--- src/rtl/bridge_pkg.sv ---
// Shared types and constants for the ASCII command receiver (bridge_rx).
package bridge_pkg;

    // Register bus widths.
    localparam int ADDR_W = 16;
    localparam int DATA_W = 16;

    // ASCII bytes recognised by the command parser.
    localparam logic [7:0] ASCII_R  = 8'h52;  // 'R'
    localparam logic [7:0] ASCII_W  = 8'h57;  // 'W'
    localparam logic [7:0] ASCII_CR = 8'h0D;  // '\r'
    localparam logic [7:0] ASCII_LF = 8'h0A;  // '\n'

    // Parser states.
    typedef enum logic [1:0] {
        IDLE = 2'd0,
        ADDR = 2'd1,
        DATA = 2'd2,
        TERM = 2'd3
    } state_e;

    // True for either command terminator.
    function automatic logic is_term(input logic [7:0] b);
        return (b == ASCII_CR) || (b == ASCII_LF);
    endfunction

endpackage

--- src/rtl/bridge_rx_hex_decode.sv ---
// Combinational ASCII hex digit decoder: 0-9, A-F, a-f -> nibble plus valid flag.
module hex_decode (
    input  logic [7:0] ascii_i,
    output logic [3:0] nibble_o,
    output logic       is_hex_o
);

    // Map the three ASCII digit ranges onto their nibble values.
    always_comb begin
        // NOTE: every output gets a default first, so no path leaves it unassigned and no latch is inferred.
        nibble_o = 4'h0;
        is_hex_o = 1'b0;
        if (ascii_i >= 8'h30 && ascii_i <= 8'h39) begin
            nibble_o = 4'(ascii_i - 8'h30);
            is_hex_o = 1'b1;
        end else if (ascii_i >= 8'h41 && ascii_i <= 8'h46) begin
            nibble_o = 4'(ascii_i - 8'h37);
            is_hex_o = 1'b1;
        end else if (ascii_i >= 8'h61 && ascii_i <= 8'h66) begin
            nibble_o = 4'(ascii_i - 8'h57);
            is_hex_o = 1'b1;
        end
    end

endmodule

--- src/rtl/bridge_rx.sv ---
// ASCII command parser driving the register bus: "Raaaa<term>" reads,
// "Waaaadddd<term>" writes. Each well-formed command issues one bus strobe;
// malformed commands pulse err_o. Optional inter-byte watchdog is built when
// BRIDGE_RX_TIMEOUT_EN is defined.
module bridge_rx
    import bridge_pkg::*;
#(
    parameter int unsigned TIMEOUT_CYCLES = 1_000_000
) (
    input  logic              clk,
    input  logic              rst_n,
    input  logic [7:0]        rx_data_i,
    input  logic              rx_valid_i,
    output logic [ADDR_W-1:0] addr_o,
    output logic [DATA_W-1:0] data_o,
    output logic              rw_o,
    output logic              valid_o,
    output logic              err_o
);

    state_e            state_q, state_d;
    logic [1:0]        nib_cnt_q, nib_cnt_d;
    logic [ADDR_W-1:0] addr_sr_q, addr_sr_d;
    logic [DATA_W-1:0] data_sr_q, data_sr_d;
    logic              rw_sr_q, rw_sr_d;
    logic [ADDR_W-1:0] addr_q;
    logic [DATA_W-1:0] data_q;
    logic              rw_q, valid_q, err_q;
    logic              issue, bad_byte, timeout_hit;
    logic [3:0]        nibble;
    logic              is_hex;

    hex_decode u_hex_decode (
        .ascii_i  (rx_data_i),
        .nibble_o (nibble),
        .is_hex_o (is_hex)
    );

`ifdef BRIDGE_RX_TIMEOUT_EN
    localparam int unsigned TMO_W = $clog2(TIMEOUT_CYCLES + 1);
    logic [TMO_W-1:0] tmo_q, tmo_d;

    // A received byte wins over an expiring watchdog in the same cycle.
    assign timeout_hit = (state_q != IDLE) && !rx_valid_i && (tmo_q == TMO_W'(TIMEOUT_CYCLES));

    // Idle-cycle count since the last byte of a command in progress.
    always_comb begin
        tmo_d = tmo_q + 1'b1;
        if (rx_valid_i || state_q == IDLE || timeout_hit) tmo_d = '0;
    end

    // Watchdog counter register.
    always_ff @(posedge clk or negedge rst_n) begin
        if (!rst_n) tmo_q <= '0;
        else        tmo_q <= tmo_d;
    end
`else
    assign timeout_hit = 1'b0;
    // Without the watchdog the timeout value has no effect; this keeps it referenced.
    if (TIMEOUT_CYCLES == 0) begin : g_timeout_unused
    end
`endif

    // Next-state, shift-register and strobe decode for one received byte.
    always_comb begin
        state_d   = state_q;
        nib_cnt_d = nib_cnt_q;
        addr_sr_d = addr_sr_q;
        data_sr_d = data_sr_q;
        rw_sr_d   = rw_sr_q;
        issue     = 1'b0;
        bad_byte  = 1'b0;
        if (rx_valid_i) begin
            unique case (state_q)
                IDLE: begin
                    if (rx_data_i == ASCII_R || rx_data_i == ASCII_W) begin
                        state_d   = ADDR;
                        rw_sr_d   = (rx_data_i == ASCII_W);
                        data_sr_d = '0;
                    end else if (!is_term(rx_data_i)) begin
                        bad_byte = 1'b1;  // stray CR/LF are silently dropped
                    end
                end
                ADDR: begin
                    if (is_hex) begin
                        addr_sr_d = {addr_sr_q[ADDR_W-5:0], nibble};
                        nib_cnt_d = nib_cnt_q + 1'b1;
                        if (nib_cnt_q == 2'd3) state_d = rw_sr_q ? DATA : TERM;
                    end else begin
                        bad_byte = 1'b1;
                        state_d  = IDLE;
                    end
                end
                DATA: begin
                    if (is_hex) begin
                        data_sr_d = {data_sr_q[DATA_W-5:0], nibble};
                        nib_cnt_d = nib_cnt_q + 1'b1;
                        if (nib_cnt_q == 2'd3) state_d = TERM;
                    end else begin
                        bad_byte = 1'b1;
                        state_d  = IDLE;
                    end
                end
                TERM: begin
                    if (is_term(rx_data_i)) issue = 1'b1;
                    else                    bad_byte = 1'b1;
                    state_d = IDLE;
                end
                default: state_d = IDLE;
            endcase
        end else if (timeout_hit) begin
            bad_byte = 1'b1;
            state_d  = IDLE;
        end
        // The nibble counter restarts on entry to any state.
        if (state_d != state_q) nib_cnt_d = '0;
    end

    // Parser state and shift registers.
    always_ff @(posedge clk or negedge rst_n) begin
        // NOTE: sequential state uses non-blocking assignments so every register samples pre-edge values.
        if (!rst_n) begin
            state_q   <= IDLE;
            nib_cnt_q <= '0;
            addr_sr_q <= '0;
            data_sr_q <= '0;
            rw_sr_q   <= 1'b0;
        end else begin
            state_q   <= state_d;
            nib_cnt_q <= nib_cnt_d;
            addr_sr_q <= addr_sr_d;
            data_sr_q <= data_sr_d;
            rw_sr_q   <= rw_sr_d;
        end
    end

    // Bus outputs: fields hold between transactions, strobes last one cycle.
    always_ff @(posedge clk or negedge rst_n) begin
        if (!rst_n) begin
            addr_q  <= '0;
            data_q  <= '0;
            rw_q    <= 1'b0;
            valid_q <= 1'b0;
            err_q   <= 1'b0;
        end else begin
            valid_q <= issue;
            err_q   <= bad_byte;
            if (issue) begin
                addr_q <= addr_sr_q;
                data_q <= rw_sr_q ? data_sr_q : '0;
                rw_q   <= rw_sr_q;
            end
        end
    end

    assign addr_o  = addr_q;
    assign data_o  = data_q;
    assign rw_o    = rw_q;
    assign valid_o = valid_q;
    assign err_o   = err_q;

endmodule

--- config.mk ---
export PLATFORM = sky130hd
export DESIGN_NAME = bridge_rx
export DESIGN_NICKNAME = d
export VERILOG_FILES = /design/src/rtl/bridge_pkg.sv /design/src/rtl/bridge_rx_hex_decode.sv /design/src/rtl/bridge_rx.sv
export SDC_FILE = /design/constraint.sdc
export NUM_CORES = 1
export LEC_CHECK = 0
export BUFFER_PORTS_ARGS = -buffer_cell sky130_fd_sc_hd__buf_2
export CAP_MARGIN = 15
export CELL_PAD_IN_SITES_DETAIL_PLACEMENT = 0
export CELL_PAD_IN_SITES_GLOBAL_PLACEMENT = 2
export CORE_MARGIN = 3
export CORE_UTILIZATION = 40
export CTS_CLUSTER_DIAMETER = 60
export DETAILED_ROUTE_END_ITERATION = 8
export GPL_TIMING_DRIVEN = 0
export PLACE_DENSITY = 0.91
export RECOVER_POWER = 50
export SYNTH_ARGS = -nofsm -noshare
export SYNTH_HDL_FRONTEND = slang
export SYNTH_SLANG_ARGS = --single-unit
--- constraint.sdc ---
create_clock -name clk -period 5.2 [get_ports clk]
set_clock_uncertainty 0.05 [all_clocks]
set_input_delay 0.78 -clock clk [delete_from_list [all_inputs] [get_ports clk]]
set_output_delay 0.78 -clock clk [all_outputs]
set_load 0.01 [all_outputs]
==> run metrics, run 1 <==
WL per Instance 14.5 um; synthesized area 0.00335 mm^2; GR Layer Usage met3 0.0438; crit start category input pin; Final Wtd Congestion 0.756; Hold Path Class reg2reg; post-cts repair resize count 0; fin crit share 0.513; DR vias 2377; DRC violation total after the first TritonRoute iteration 53; Top Usage Layer GRT met2; CTS tree done; sequential share of the synthesized area 0.539; Finished Cell Area about 0.0039 mm^2; Cell Area, Placed 0.00369 mm^2; I/O Buffers 42; synthesized instance count 306; synth-to-layout area growth 16.1%; most frequent cells in the layout nand2_1, dfrtp_1, o21ai_0; Worst Path Required 5.34 ns; Clock Latency Late Sink 0.34 ns; Row Count 32; power per cell area 299 mW/mm^2; final cell count without fillers 466; post-CTS setup buffers 0; number of antenna violations at the first check in global routing 0; Max rail drop VDD 0.000101 V; CTS max path bufs 2; Routed Antenna Nets 0; maxcap violations 0; total congestion overflow 0; Initial Util 0.422; placed insts 450; crit path max fanout 10; M2 GR Usage 0.234; Ports between 40 and 50; setup TNS 0 ns; Synth Register Bits 72; Post-CTS Hold Fix Bufs 0; Hold Vio Cnt, Final 0; Antenna Diode Count 0; First-pass DRT Iterations 5; # DRC 0; fmax 375 MHz; CP Class in2reg; Max H-tree Level 3; Worst setup EP type flip-flop; Final setup viols 0; Tmin final 2.67 ns; commonest non-fill, non-tap cell in the layout nand2_1; Clock Tree Root clkbuf_8; Worst-Margin Slew 0.921 ns; die area 0.00950 mm^2; Final Max Slew Viols 0; final wirelength 6.78 mm; clk slew on worst S/H paths 0.09 ns; RSZ-0062 raised after global routing false; layout cells sized above 1 0.242; DP HPWL 4.73 mm; syn_area_per_cell 10.9 um^2; Tot GR Track Use 0.153; nets 379; syn nets around 330; pin count of the biggest net entering global routing 73; clock sinks 72; status completed; first-pass GRT wire length 11.8 mm; Slew HR 0.386; critical path data arrival time 2.81 ns; Die Wd between 90 and 100 um; CORE AREA ~0.0079 mm^2; TritonCTS Buffers 9; met1 GRT Util 0.206; vias per cell about 5.1; vias in the first global route about 2400; die height 97.5 um; Netlist cell types 46; P_leak around 1.9 nW; Ys Warns 0
## flip-flops by register name, summed over array words and instances, names as in the netlist
register / flops
addr_o: 16
addr_sr_q: 16
data_o: 16
data_sr_q: 16
err_o: 1
nib_cnt_q: 2
rw_o: 1
rw_sr_q: 1
state_q: 2
valid_o: 1
## worst paths after layout
check	endpoint	from	slack, ns	depth (start not counted)
max	data_sr_q[8]	rx_data_i[1]	2.53	9
min	data_o[13]	data_o[13]	0.42	2
max reg2reg	data_sr_q[8]	state_q[0]	2.63	9
min reg2reg	data_o[13]	data_o[13]	0.42	2
max in group asynchronous	data_sr_q[12]	rst_n	3.97	1
min in group asynchronous	addr_o[13]	rst_n	0.49	1
## cells by family (layout without fill, tap and decap cells)
logic type,count (synthesis),count (layout),share of synthesized area
AOI/OAI and AO/OA,64,64,0.126
xor gates and xnor gates,3,3,0.00785
adders and majority gates,9,9,0.0337
buffers and inverters,25,83,0.0348
DFF,72,72,0.539
muxes,33,33,0.124
and+or+nand+nor,100,100,0.135
## critical path, stage by stage
cell and delay [ns]:
buf_2 0.13, inv_1 0.07, ha_1 0.19, o21bai_1 0.14
a2111oi_4 0.75, o311ai_2 0.31, buf_2 0.27, nand2_1 0.08
o21ai_0 0.08
## power by group
group,internal [W],switching (W),leakage [nW]
Combinational,0.0000305,0.0000635,0.752
Clock,0.000273,0.000217,0.103
Sequential,0.000569,0.00000748,1.00
Total,0.000872,0.000288,1.86
## routing by layer
metal | up-vias | share of wire
met3 | 8 | 0.042
li1 | 1164 | -
met2 | 46 | 0.46
met1 | 1159 | 0.48
met5 | - | 0
met4 | 0 | 0.014
## per-stage QoR
step / setup WS [ns] / utilization / hold WS (ns) / total power [W]
floorplan: 2.65 / - / 0.406 / 0.000645
global placement: 2.16 / 0.465 / 0.407 / 0.000680
detailed placement: 2.17 / 0.465 / 0.416 / 0.000681
CTS: 2.52 / 0.493 / 0.433 / 0.00117
global route: 2.32 / 0.490 / 0.452 / 0.00122
finish: 2.53 / 0.490 / 0.425 / 0.00116
## cells in the mapped netlist (all sizes together)
| master | number | area [um^2] |
|---|---|---|
| xnor2 | 1 | 8.76 |
| a32oi | 2 | 17.5 |
| dfrtp | 72 | 1800 |
| clkbuf | 10 | 37.5 |
| o221a | 2 | 22.5 |
| and2 | 1 | 6.26 |
| a211oi | 1 | 7.51 |
| a31oi | 1 | 6.26 |
| and3 | 1 | 6.26 |
| xor2 | 2 | 17.5 |
| or4 | 2 | 18.8 |
| nand3b | 1 | 7.51 |
| o21ai | 42 | 210 |
| ha | 9 | 113 |
| nor3 | 2 | 10.0 |
| mux2i | 2 | 20.0 |
| nand3 | 4 | 20.0 |
| nor3b | 2 | 15.0 |
| nor2 | 5 | 18.8 |
| o2bb2ai | 1 | 8.76 |
| a21oi | 3 | 15.0 |
| or2 | 2 | 12.5 |
| inv | 7 | 26.3 |
| nand2 | 73 | 274 |
| buf | 8 | 52.6 |
| mux2 | 31 | 394 |
| a21boi | 1 | 7.51 |
| o311ai | 1 | 16.3 |
| o41ai | 1 | 8.76 |
| a2111oi | 1 | 27.5 |
| nor2b | 4 | 25.0 |
| a22oi | 1 | 7.51 |
| o21bai | 1 | 7.51 |
| o2111ai | 2 | 17.5 |
| nor4 | 2 | 27.5 |
| or3b | 1 | 11.3 |
| a2111o | 1 | 11.3 |
| a41o | 1 | 10.0 |
| o211ai | 2 | 20.0 |
## final cells by class
| cell class | count | area (um^2) |
|---|---|---|
| timing repair buffer | 42 | 191 |
| clock inverter | 6 | 92.6 |
| buffer | 18 | 90.1 |
| fill | 750 | 4040 |
| sequential | 72 | 1800 |
| multi-input combinational | 209 | 1430 |
| inverter | 7 | 26.3 |
| clock buffer | 10 | 128 |
| tap | 102 | 128 |
Note: power is estimated with default switching activity, not from simulation.
==> run 2, diff against run 1 <==
CORE_UTILIZATION = 37   (was 40)
PLACE_DENSITY = 0.86   (was 0.91)
clock period = 2.65 ns   (was 5.2 ns; I/O delays follow)
==> run 2 against run 1 <==
Net effect: cell count increased by 1.3%; non-clock buffer count unchanged; the run now ends with capacitance limit, slew limit left; die area increased by 7.6%; critical path type is now reg2reg; wire length increased by 2.2%; total power increased by 89%; core utilization decreased by 4.8 points; via count decreased by 0.17%; worst hold slack got worse by 0.088 ns; largest cell class unchanged; sequential share of layout area increased by 0.16 points.
==> run metrics, run 2 (same netlist as run 1, synthesis figures left out) <==
First-pass DRT Iterations 4; utilization after layout 0.442; crit path max fanout 10; sequential cell area 0.00180 mm^2; Worst Path Required 2.80 ns; Antenna Diode Count 0; layout cells sized above 1 0.242; CTS tree done; Row Count 34; Ports 46; CORE AREA 0.00876 mm^2; critical path data arrival time 2.54 ns; CP Class reg2reg; nets 379; first-pass GRT wire length 11.9 mm; Clock Tree Root clkbuf_8; WL per Instance 14.7 um; worst hold slack 0.336 ns; vias per cell 5.03; I/O Buffers 42; Tmin final ~2.4 ns; slowest stage delay, CP around 0.40 ns; setup TNS 0 ns; CP max stage cell dfrtp_1; Worst-Margin Slew 1.77 ns; Routed Antenna Nets 0; Final Wtd Congestion around 0.75; met2 WL 3.16 mm; CP bufs+invs 3; Max H-tree Level 3; Post-CTS Hold Fix Bufs 0; Final WS setup 0.264 ns; clock sinks 72; pin count of the biggest net entering global routing 73; failing checks capacitance limit, slew limit; multi-input logic area about 0.0014 mm^2; TritonCTS Buffers 9; DR vias about 2400; Hold Path Class in2reg; Final setup viols 0; DP HPWL 4.77 mm; crit path cell chain inv_1 > ha_1 > clkbuf_1 > nor2b_2 > a41o_1 > o311ai_2 > buf_2 > nand2_1 > o21ai_0; Final Max Slew Viols 73; clk slew on worst S/H paths 0.07 ns; Slew HR -0.182; Tot GR Track Use 0.150; vias in the first global route roughly 2400; Initial Util 0.382; Hold Vio Cnt, Final 0; FILL cells 877; delay-heaviest family, CP buffers and inverters; post-CTS setup buffers 0; P_leak 1.85 nW; fin crit share 0.900; Max rail drop VDD 0.000203 V; die area around 0.010 mm^2; CTS max path bufs 2; Met1 Wirelength 3.36 mm; fmax 419 MHz; Clock Latency Late Sink 0.34 ns; final wirelength 6.93 mm; dpl ws -0.0710 ns; RSZ-0062 raised after global routing false; met3 routed wirelength 282 um; die height 101 um; R2R Setup Slk ~0.26 ns; Worst setup EP type flip-flop; # DRC 0; number of antenna violations at the first check in global routing 0; most frequent cells in the layout nand2_1, dfrtp_1, o21ai_0; DRC violation total after the first TritonRoute iteration 90; synth-to-layout area growth 15.7%; Cell Area, Placed 0.00369 mm^2; commonest non-fill, non-tap cell in the layout nand2_1; Finished Cell Area 0.00387 mm^2; maxcap violations 1; total congestion overflow 0; crit start category flip-flop; power per cell area around 570 mW/mm^2; Die Wd 101 um; status complete, but fails checks; Top Layer Used met4
[run 2: cell count changes in the layout (fill, tap and decap cells not counted), sizes merged]
cell    change
buf         -1
bufinv      -1
clkbuf      +3
inv         -1
[run 2: metrics by stage]
stage | total power (W) | instances
final | 0.00219 | 472
after global routing | 0.00229 | 472
after CTS | 0.00222 | 472
after detailed placement | 0.00134 | 456
after global placement | 0.00134 | 456
after floorplan | 0.00127 | 306
[run 2: timing repair]
| item | CTS | global route |
|---|---|---|
| resized for setup | 0 | 1 |
| endpoints found under the setup margin | 0 | 15 |
| endpoints found under the hold margin | 0 | 0 |
[run 2: routing by layer]
layer	vias up	GRT usage
li1	1164	-
met1	1156	0.203
met2	45	0.232
met3	8	0.0249
met4	0	0.0767
met5	-	0
[run 2: final timing paths]
check | from | endpoint | cells after the start
max | state_q[0] | data_sr_q[5] | 9
min | rx_data_i[2] | rw_sr_q | 3
max reg2reg | state_q[0] | data_sr_q[5] | 9
min reg2reg | data_o[13] | data_o[13] | 2
max in group asynchronous | rst_n | data_sr_q[1] | 1
min in group asynchronous | rst_n | addr_o[14] | 1
[run 2: area by class of cell]
class,count,area share
Buffer,18,0.0233
Clock buffer,12,0.0375
Clock inverter,4,0.0139
Inverter,7,0.00679
Multi-Input combinational cell,209,0.369
Sequential cell,72,0.465
Tap cell,108,0.0349
Timing Repair Buffer,42,0.0488
[run 2: power breakdown]
part | internal, W | leakage, nW | total [W] | switching (W)
Combinational | 0.0000598 | 0.752 | 0.000183 | 0.000123
Clock | 0.000463 | 0.0928 | 0.000877 | 0.000414
Sequential | 0.00112 | 1.00 | 0.00113 | 0.0000150
Total | 0.00164 | 1.85 | 0.00219 | 0.000552
[run 2: tightest hold or removal path, cell delays in order]
cell	delay [ns]
buf_2	0.15
nand2_1	0.07
o41ai_1	0.07
